## config.mk

```make
export PLATFORM = sky130hd
export DESIGN_NAME = rect_outline_gen
export DESIGN_NICKNAME = d
export VERILOG_FILES = /design/src/rtl/rect_outline_gen_pkg.sv /design/src/rtl/rect_outline_gen_point_step.sv /design/src/rtl/rect_outline_gen.sv
export SDC_FILE = /design/constraint.sdc
export NUM_CORES = 1
export LEC_CHECK = 0
export ABC_AREA = 0
export BUFFER_PORTS_ARGS = -buffer_cell sky130_fd_sc_hd__buf_4
export CAP_MARGIN = 20
export CELL_PAD_IN_SITES_DETAIL_PLACEMENT = 0
export CELL_PAD_IN_SITES_GLOBAL_PLACEMENT = 1
export CORE_ASPECT_RATIO = 1.25
export CORE_MARGIN = 2
export CORE_UTILIZATION = 42
export DETAILED_ROUTE_END_ITERATION = 8
export GPL_ROUTABILITY_DRIVEN = 0
export PLACE_DENSITY = 0.77
export SLEW_MARGIN = 20
export SYNTH_ARGS = -nofsm -noshare
export SYNTH_HDL_FRONTEND = slang
export SYNTH_SLANG_ARGS = --single-unit
```

## constraint.sdc

```tcl
create_clock -name clk -period 2.5 [get_ports clk]
set_input_delay 0.5 -clock clk [delete_from_list [all_inputs] [get_ports clk]]
set_output_delay 0.5 -clock clk [all_outputs]
set_load 0.005 [all_outputs]
```

## src/rtl/rect_outline_gen_pkg.sv

```systemverilog
// Shared constants, state encoding and helpers for the rectangle outline generator.
package rect_outline_gen_pkg;

  // Visible screen limits and the off-screen sentinel point.
  localparam logic [15:0] X_LAST = 16'd799;
  localparam logic [15:0] Y_LAST = 16'd599;
  localparam logic [15:0] X_OFF  = 16'd801;
  localparam logic [15:0] Y_OFF  = 16'd601;

  // Drawing modes understood by the controller side.
  localparam logic [1:0] DRAW_LINE = 2'd0;
  localparam logic [1:0] RECTANGLE = 2'd1;
  localparam logic [1:0] TRIANGLE  = 2'd2;

  typedef enum logic [2:0] {
    StIdle  = 3'd0,
    StHaveA = 3'd1,
    StArmed = 3'd2,
    StEmit  = 3'd3,
    StDone  = 3'd4
  } state_e;

  function automatic logic [15:0] clamp16(input logic [15:0] v, input logic [15:0] lim);
    return (v > lim) ? lim : v;
  endfunction

endpackage

```

## src/rtl/rect_outline_gen_point_step.sv

```systemverilog
// Combinational successor of an outline point in raster order.
module rect_point_step
  import rect_outline_gen_pkg::*;
(
  input  logic [15:0] i_x,
  input  logic [15:0] i_y,
  input  logic [15:0] i_xmin,
  input  logic [15:0] i_xmax,
  input  logic [15:0] i_ymin,
  input  logic [15:0] i_ymax,
  output logic [15:0] o_nx,
  output logic [15:0] o_ny,
  output logic        o_is_last
);

  logic w_edge_row;

  assign w_edge_row = (i_y == i_ymin) || (i_y == i_ymax);
  assign o_is_last  = (i_x == i_xmax) && (i_y == i_ymax);

  // Edge rows walk every column; middle rows jump from the left side to the right side.
  always_comb begin
    o_nx = i_xmin;
    o_ny = i_y + 16'd1;
    if (w_edge_row && (i_x < i_xmax)) begin
      o_nx = i_x + 16'd1;
      o_ny = i_y;
    end else if (!w_edge_row && (i_x == i_xmin) && (i_xmin != i_xmax)) begin
      o_nx = i_xmax;
      o_ny = i_y;
    end
  end

endmodule

```

## src/rtl/rect_outline_gen.sv

```systemverilog
// Latches two corners, sorts them into a box and presents the outline point by point.
module rect_outline_gen
  import rect_outline_gen_pkg::*;
(
  input  logic        clk,
  input  logic        rst,
  input  logic [15:0] i_x_pos,
  input  logic [15:0] i_y_pos,
  input  logic        rec_start,
  input  logic        enable,
  input  logic        strat_to_output,
  input  logic        renew_start,
  input  logic        new_frame,
  output logic        all_done,
  output logic [15:0] o_x_pos,
  output logic [15:0] o_y_pos
);

  state_e      r_state, w_state_d;
  logic [15:0] r_ax, w_ax_d, r_ay, w_ay_d;
  logic [15:0] r_xmin, w_xmin_d, r_xmax, w_xmax_d;
  logic [15:0] r_ymin, w_ymin_d, r_ymax, w_ymax_d;
  logic [15:0] r_x, w_x_d, r_y, w_y_d;
  logic [15:0] w_cx, w_cy, w_nx, w_ny;
  logic        w_is_last;
  logic        w_can_start;

  assign w_cx = clamp16(i_x_pos, X_LAST);
  assign w_cy = clamp16(i_y_pos, Y_LAST);
  assign w_can_start = (r_state == StArmed) || (r_state == StEmit) || (r_state == StDone);

  rect_point_step u_step (
    .i_x      (r_x),
    .i_y      (r_y),
    .i_xmin   (r_xmin),
    .i_xmax   (r_xmax),
    .i_ymin   (r_ymin),
    .i_ymax   (r_ymax),
    .o_nx     (w_nx),
    .o_ny     (w_ny),
    .o_is_last(w_is_last)
  );

  // Next-state and datapath updates, highest-priority event first.
  always_comb begin
    w_state_d = r_state;
    w_ax_d    = r_ax;
    w_ay_d    = r_ay;
    w_xmin_d  = r_xmin;
    w_xmax_d  = r_xmax;
    w_ymin_d  = r_ymin;
    w_ymax_d  = r_ymax;
    w_x_d     = r_x;
    w_y_d     = r_y;
    if (rec_start) begin
      w_state_d = StHaveA;
      w_ax_d    = w_cx;
      w_ay_d    = w_cy;
    end else if (strat_to_output && w_can_start) begin
      w_state_d = StEmit;
      w_x_d     = r_xmin;
      w_y_d     = r_ymin;
    end else if ((r_state == StEmit) && new_frame) begin
      // Rewind so a missed match never leaves the outline incomplete for a frame.
      w_x_d = r_xmin;
      w_y_d = r_ymin;
    end else if ((r_state == StEmit) && renew_start) begin
      if (w_is_last) begin
        w_state_d = StDone;
      end else begin
        w_x_d = w_nx;
        w_y_d = w_ny;
      end
    end else if ((r_state == StHaveA) && enable) begin
      w_state_d = StArmed;
      w_xmin_d  = (r_ax < w_cx) ? r_ax : w_cx;
      w_xmax_d  = (r_ax < w_cx) ? w_cx : r_ax;
      w_ymin_d  = (r_ay < w_cy) ? r_ay : w_cy;
      w_ymax_d  = (r_ay < w_cy) ? w_cy : r_ay;
    end
  end

  // State, corner, box and current-point registers.
  always_ff @(posedge clk or negedge rst) begin
    if (!rst) begin
      r_state <= StIdle;
      r_ax    <= '0;
      r_ay    <= '0;
      r_xmin  <= '0;
      r_xmax  <= '0;
      r_ymin  <= '0;
      r_ymax  <= '0;
      r_x     <= '0;
      r_y     <= '0;
    end else begin
      r_state <= w_state_d;
      r_ax    <= w_ax_d;
      r_ay    <= w_ay_d;
      r_xmin  <= w_xmin_d;
      r_xmax  <= w_xmax_d;
      r_ymin  <= w_ymin_d;
      r_ymax  <= w_ymax_d;
      r_x     <= w_x_d;
      r_y     <= w_y_d;
    end
  end

  // Only EMIT exposes a real point; every other state parks the output off-screen.
  always_comb begin
    all_done = (r_state == StDone);
    o_x_pos  = (r_state == StEmit) ? r_x : X_OFF;
    o_y_pos  = (r_state == StEmit) ? r_y : Y_OFF;
  end

endmodule

```

* After elaboration in Yosys (flattened, before gate mapping)
Index checks and enable logic that the tools add are counted.
Storage, ports and cells: memory bits (writable) 0, bits in registers 131, memory bits (read-only) 0, latch bits 0, memories kept 0, word-level logic and storage cells 78, output and inout bits 33
Operators by class: reductions and logical operators 18, bitwise operators 4, multiplexer cells 26, add/subtract/negate cells 2, divide/modulo/power cells 0, shifts and indexed selects 0, order comparisons 5, eq/ne operators 14, multipliers 0
Operators with widths (count):
- $mux 16 | 20
- $eq 16x16->1 | 4
- $lt 16x16->1 | 3
- $add 16x1->16 const B | 2
- $gt 16x10->1 const B | 2
- $mux 3 | 6
- $ne 16x16->1 | 1
- $ne 3x3->1 const B | 4
- $reduce_and 5->1 | 2
- $logic_and 1x1->1 | 8
- $eq 3x2->1 const B | 2
- $reduce_and 3->1 | 2
- $ne 4x3->1 const B | 1
- $not 1->1 | 4
- $reduce_bool 4->1 | 1
- $eq 3x1->1 const B | 1
- $eq 3x3->1 const B | 1
- $logic_or 1x1->1 | 3
- $reduce_bool 3->1 | 1
- $logic_not 1->1 | 1

* Logic depth before layout (Yosys ltp)
depth in word-level cells 11, depth in mapped cells 15

* Cells and area by module
From an unflattened synthesis, not the netlist that was laid out.
Second synthesis, totals: cell total of the unflattened synthesis 995, area total of the unflattened synthesis 8863.5 um^2
By module, submodules not included:
- rect_outline_gen | times used 1, area each 6732.7 um^2, cells an instance 702, sequential area each 3278.1 um^2
- rect_point_step | times used 1, area each 2130.8 um^2, cells an instance 293, sequential area each 0.0 um^2

* Least setup slack after synthesis
No wires, ideal clock.
path kind in2reg, start input port i_y_pos[3], end register r_ymax[10], cell stages on the path 15, arrival 3139 ps, path slack -756 ps, library setup time 117 ps, cells stage by stage a21o_1 a211o_1 a21oi_1 and2_1 inv_1 ha_1 a21o_1 a21o_1 a211o_1 a21oi_1 o22ai_1 buf_4 buf_2 nand3_1 nand2_1
On the way: longest elaborated chain between the ends 4
Ends and longest elaborated chain:
- start: declaration | line rect_outline_gen.sv:8 | input logic [15:0] i_y_pos,
- $gt 16x10->1 | line rect_outline_gen_pkg.sv:24 | return (v > lim) ? lim : v;
- $mux 16 * | line rect_outline_gen_pkg.sv:24
- $lt 16x16->1 | line rect_outline_gen.sv:79 | w_ymax_d = (r_ay < w_cy) ? w_cy : r_ay;
- $mux 16 * | line rect_outline_gen.sv:79
- end signal: assignment | line rect_outline_gen.sv:102 | r_ymax <= w_ymax_d;
- end: declaration | line rect_outline_gen.sv:22 | logic [15:0] r_ymin, w_ymin_d, r_ymax, w_ymax_d;
Mark *: on every way between the ends. The rest lies on a longest branch, timed or not. A chain may end at the register's enable or synchronous reset.

* Worst setup path in the final report
start input port i_y_pos[3], end register r_ymin[6]
On the way: longest elaborated chain between the ends 4
Ends and longest elaborated chain:
- $gt 16x10->1 | line rect_outline_gen_pkg.sv:24
- $mux 16 * | line rect_outline_gen_pkg.sv:24
- $lt 16x16->1 | line rect_outline_gen.sv:78 | w_ymin_d = (r_ay < w_cy) ? r_ay : w_cy;
- $mux 16 * | line rect_outline_gen.sv:78
- end signal: assignment | line rect_outline_gen.sv:101 | r_ymin <= w_ymin_d;
- end: declaration | line rect_outline_gen.sv:22
Marked as above.

==> metrics.txt <==
Core Area=around 20000 um^2; max incr delay on CP=roughly 0.3 ns; hold-critical path depth=2; gr ovfl total=0; Final setup viols=87; drt wl/cell=17.7 um; largest net degree at the start of global routing=just over 80; first drt pass iteration count=5; Reg2Reg Depth=10; antenna violations before repair=0; Die Area=about 22000 um^2; Synth Register Bits=between 100 and 150; syn avg cell area=roughly 9 um^2; r2r setup slk=-0.09 ns; DRC viols=0; final hold violation count=0; layout cells sized above 1=40.0%; Arr. time, crit path=around 3.2 ns; failing checks=negative setup slack; Yosys warnings=0; CTS H-tree depth=4; Tcrit/Tclk final=113%; run status=finished with violations; final setup margin=-0.331 ns; Clock Pin Slew Worst Setup and Hold Paths=0.06 ns; post-synthesis cell area=~8600 um^2; Die Y=~160 um; worst-path maximum fanout=7; Vias=8206; HP Start=rec_start; max cap viols=0; Max Fclk=roughly 350 MHz; clk buf depth=2; clock sink total=around 130; Synth top area share=38.3%; sequential share of the synthesized area=38.3%; Slew Limit Fails=0; CP Capture Type=register; Synth Flop Type=dfrtp_1; Startpoint Class=primary input; Lkg Pwr=~5.5 nW; Inserted Clock Buffers=17; overall power=between 0.008 and 0.009 W; area grow syn2layout=48.6%; vias in the first global route=between 7000 and 8000; Ports=72; asr flop ratio synth=100%; Worst EP required=between 2 and 3 ns; crit path kind=primary input to register; Final min period=~2.8 ns; Fillers=between 1500 and 2000; Multi-input gate area=between 5000 and 6000 um^2; slowest cell on the critical path=a211o_1; Total GRT Usage=24.6%; PortBufs=71; Initial Utilization=between 40% and 50%; Final #Nets=1294; worst-margin pin slew=0.659 ns; TritonCTS clock tree=done; root buf cell=clkbuf_16; largest area contributor in the netlist=dfrtp_1; row count=58; post-synthesis cell type count=a little under 70; HPWL Detailed=18.2 mm; 1st-iter DRT viols=834; first-pass GRT wire length=42.1 mm; Synth Instances=between 900 and 1000; largest cells by area after synthesis=dfrtp_1 (38%), ha_1 (7.0%), xnor2_1 (5.8%); hold slack final=between 0.3 and 0.4 ns; Setup Skew=0.00840 ns; Post-synth EDFFs=0; Via density=approximately 5.5; Peak VDD IR=approximately 0.00056 V; Worst Hold Class=primary input to register; P per Cell Area=~700 nW/um^2; FF+latch area=~3300 um^2; Die Width=approximately 130 um; Routed Antenna Nets=0; Hold Path End=r_state[1]$_DFFE_PN0P_; Post-Route Setup TNS=-15.20 ns; FF-to-FF End=r_x[2]$_DFFE_PN0P_; Most common cell on crit path=a21o_1; worst relative slew slack=between 50 and 60%; R2R Path Start=r_x[3]$_DFFE_PN0P_; RSZ-0062 raised after global routing=true; ant diodes=0; Final Util=a little under two thirds; Worst-Skew Late Latency=0.44 ns; final wirelength=between 20 and 30 mm; worst path cell trace=buf_6, a21o_1, a211o_1, a21oi_4, and2_4, inv_4, ha_4, a21o_1, a21o_1, a211o_1, a21oi_2, o22ai_4, buf_12, buf_6, o21ai_2, o21ai_1
state kept, by name, indices dropped and copies added (netlist names):
signal and count:
r_ax 16, r_ay 16, r_x 16, r_xmax 16
r_xmin 16, r_y 16, r_ymax 16, r_ymin 16
r_state 3
logic make-up (layout without fill, tap and decap cells):
| group | count (synthesis) | count (layout) | share of synthesized area (%) |
|---|---|---|---|
| simple gates | 357 | 357 | 20.5 |
| compound gates | 213 | 214 | 18.0 |
| flops | 131 | 131 | 38.3 |
| buf+inv | 108 | 360 | 5.59 |
| xor+xnor | 79 | 79 | 8.18 |
| fa+ha+maj | 48 | 48 | 7.02 |
| mux | 19 | 19 | 2.33 |
| other cells | 1 | 12 | 0.0438 |
critical path, delay by kind of cell:
kind                     cells  cell delay, ns
AO/OA/AOI/OAI               10            1.82
adder cells (fa/ha/maj)      1            0.23
buffers and inverters        4            0.41
AND/OR/NAND/NOR              1            0.19
worst max path at each step:
stage / cells past startpoint / from / endpoint
finish: 16 / i_y_pos[3] / r_ymin[6]$_DFFE_PN0P_
global route: 16 / i_y_pos[3] / r_ymin[6]$_DFFE_PN0P_
CTS: 15 / i_y_pos[3] / r_ymin[3]$_DFFE_PN0P_
detailed placement: 15 / i_y_pos[3] / r_ymin[3]$_DFFE_PN0P_
global placement: 11 / i_x_pos[7] / r_xmin[1]$_DFFE_PN0P_
floorplan: 15 / i_y_pos[3] / r_ymax[11]$_DFFE_PN0P_
final cells by class:
class | instances | share of cell area, %
clock buffer | 21 | 3.62
clock inverter | 11 | 1.00
inverter | 42 | 1.28
multi-input combinational | 729 | 46.0
sequential | 131 | 25.8
tap | 270 | 2.66
timing repair buffer | 286 | 19.6
placed cells by master (no fill, tap or decap), types with 7 or more instances in the layout:
master     instances
buf_4            232
dfrtp_1          126
nand2_1           96
nor2_1            77
xnor2_1           53
buf_6             38
ha_1              34
inv_1             32
nand3_1           30
a21oi_1           30
nand4_1           24
and2_1            23
o21ai_1           21
xor2_1            19
clkbuf_16         18
nand3_2           16
o32ai_1           16
a21o_1            15
nor2b_1           15
a211oi_2          15
a21oi_2           14
ha_4              14
nor3_1            12
o21ai_0           12
conb_1            12
and2_4            10
mux2i_1           10
a221o_1           10
buf_12            10
inv_2              8
or3_1              8
nor4_2             7
o21ai_2            7
mux2_2             7
cells in the mapped netlist, types with 4 or more instances:
cell type	count
xor2_1	21
nand2b_1	6
nor3_1	16
and2_1	32
inv_1	42
a211o_1	4
a21oi_1	50
nand3_1	46
a21o_1	15
o21ai_0	40
ha_1	48
buf_6	7
a221o_1	10
clkbuf_1	46
a211oi_1	18
nor4_1	13
nand4_1	24
dfrtp_1	131
xnor2_1	57
o311ai_0	13
nor2_1	82
nand2_1	97
nor2b_1	16
mux2i_1	12
buf_2	9
o211ai_1	4
mux2_2	7
or3_1	9
o32ai_1	18
what timing repair did:
item | 4_1_cts | 5_1_grt
hold buffers | 1 | 0
pin swaps | 39 | 37
hold endpoints to repair | 4 | 0
cloned | 3 | 1
buffers inserted | 31 | 18
resized for setup | 104 | 94
endpoints found under the setup margin | 96 | 96
where the power goes:
part	leakage, nW	switching (W)	total (W)	internal, W
combinational	3.64	0.00174	0.00348	0.00174
clock	0.280	0.00102	0.00254	0.00152
sequential	1.61	0.000407	0.00286	0.00246
total	5.53	0.00317	0.00889	0.00572
metrics by stage:
stage	instance area, um^2	setup slack [ns]	std cells
after floorplan	8850	-0.425	967
after global placement	10700	-0.837	1406
after detailed placement	10700	-0.833	1406
after CTS	12100	-0.225	1472
after global routing	12700	-0.443	1490
final	12700	-0.331	1490
metal layers:
metal	track usage (%)	vias up	wire length [um]
li1	-	3919	-
met1	34.5	4015	12300
met2	39.3	233	12500
met3	3.69	39	1170
met4	7.71	0	514
met5	0	-	0
No activity file was read; power rests on OpenSTA's default activity.
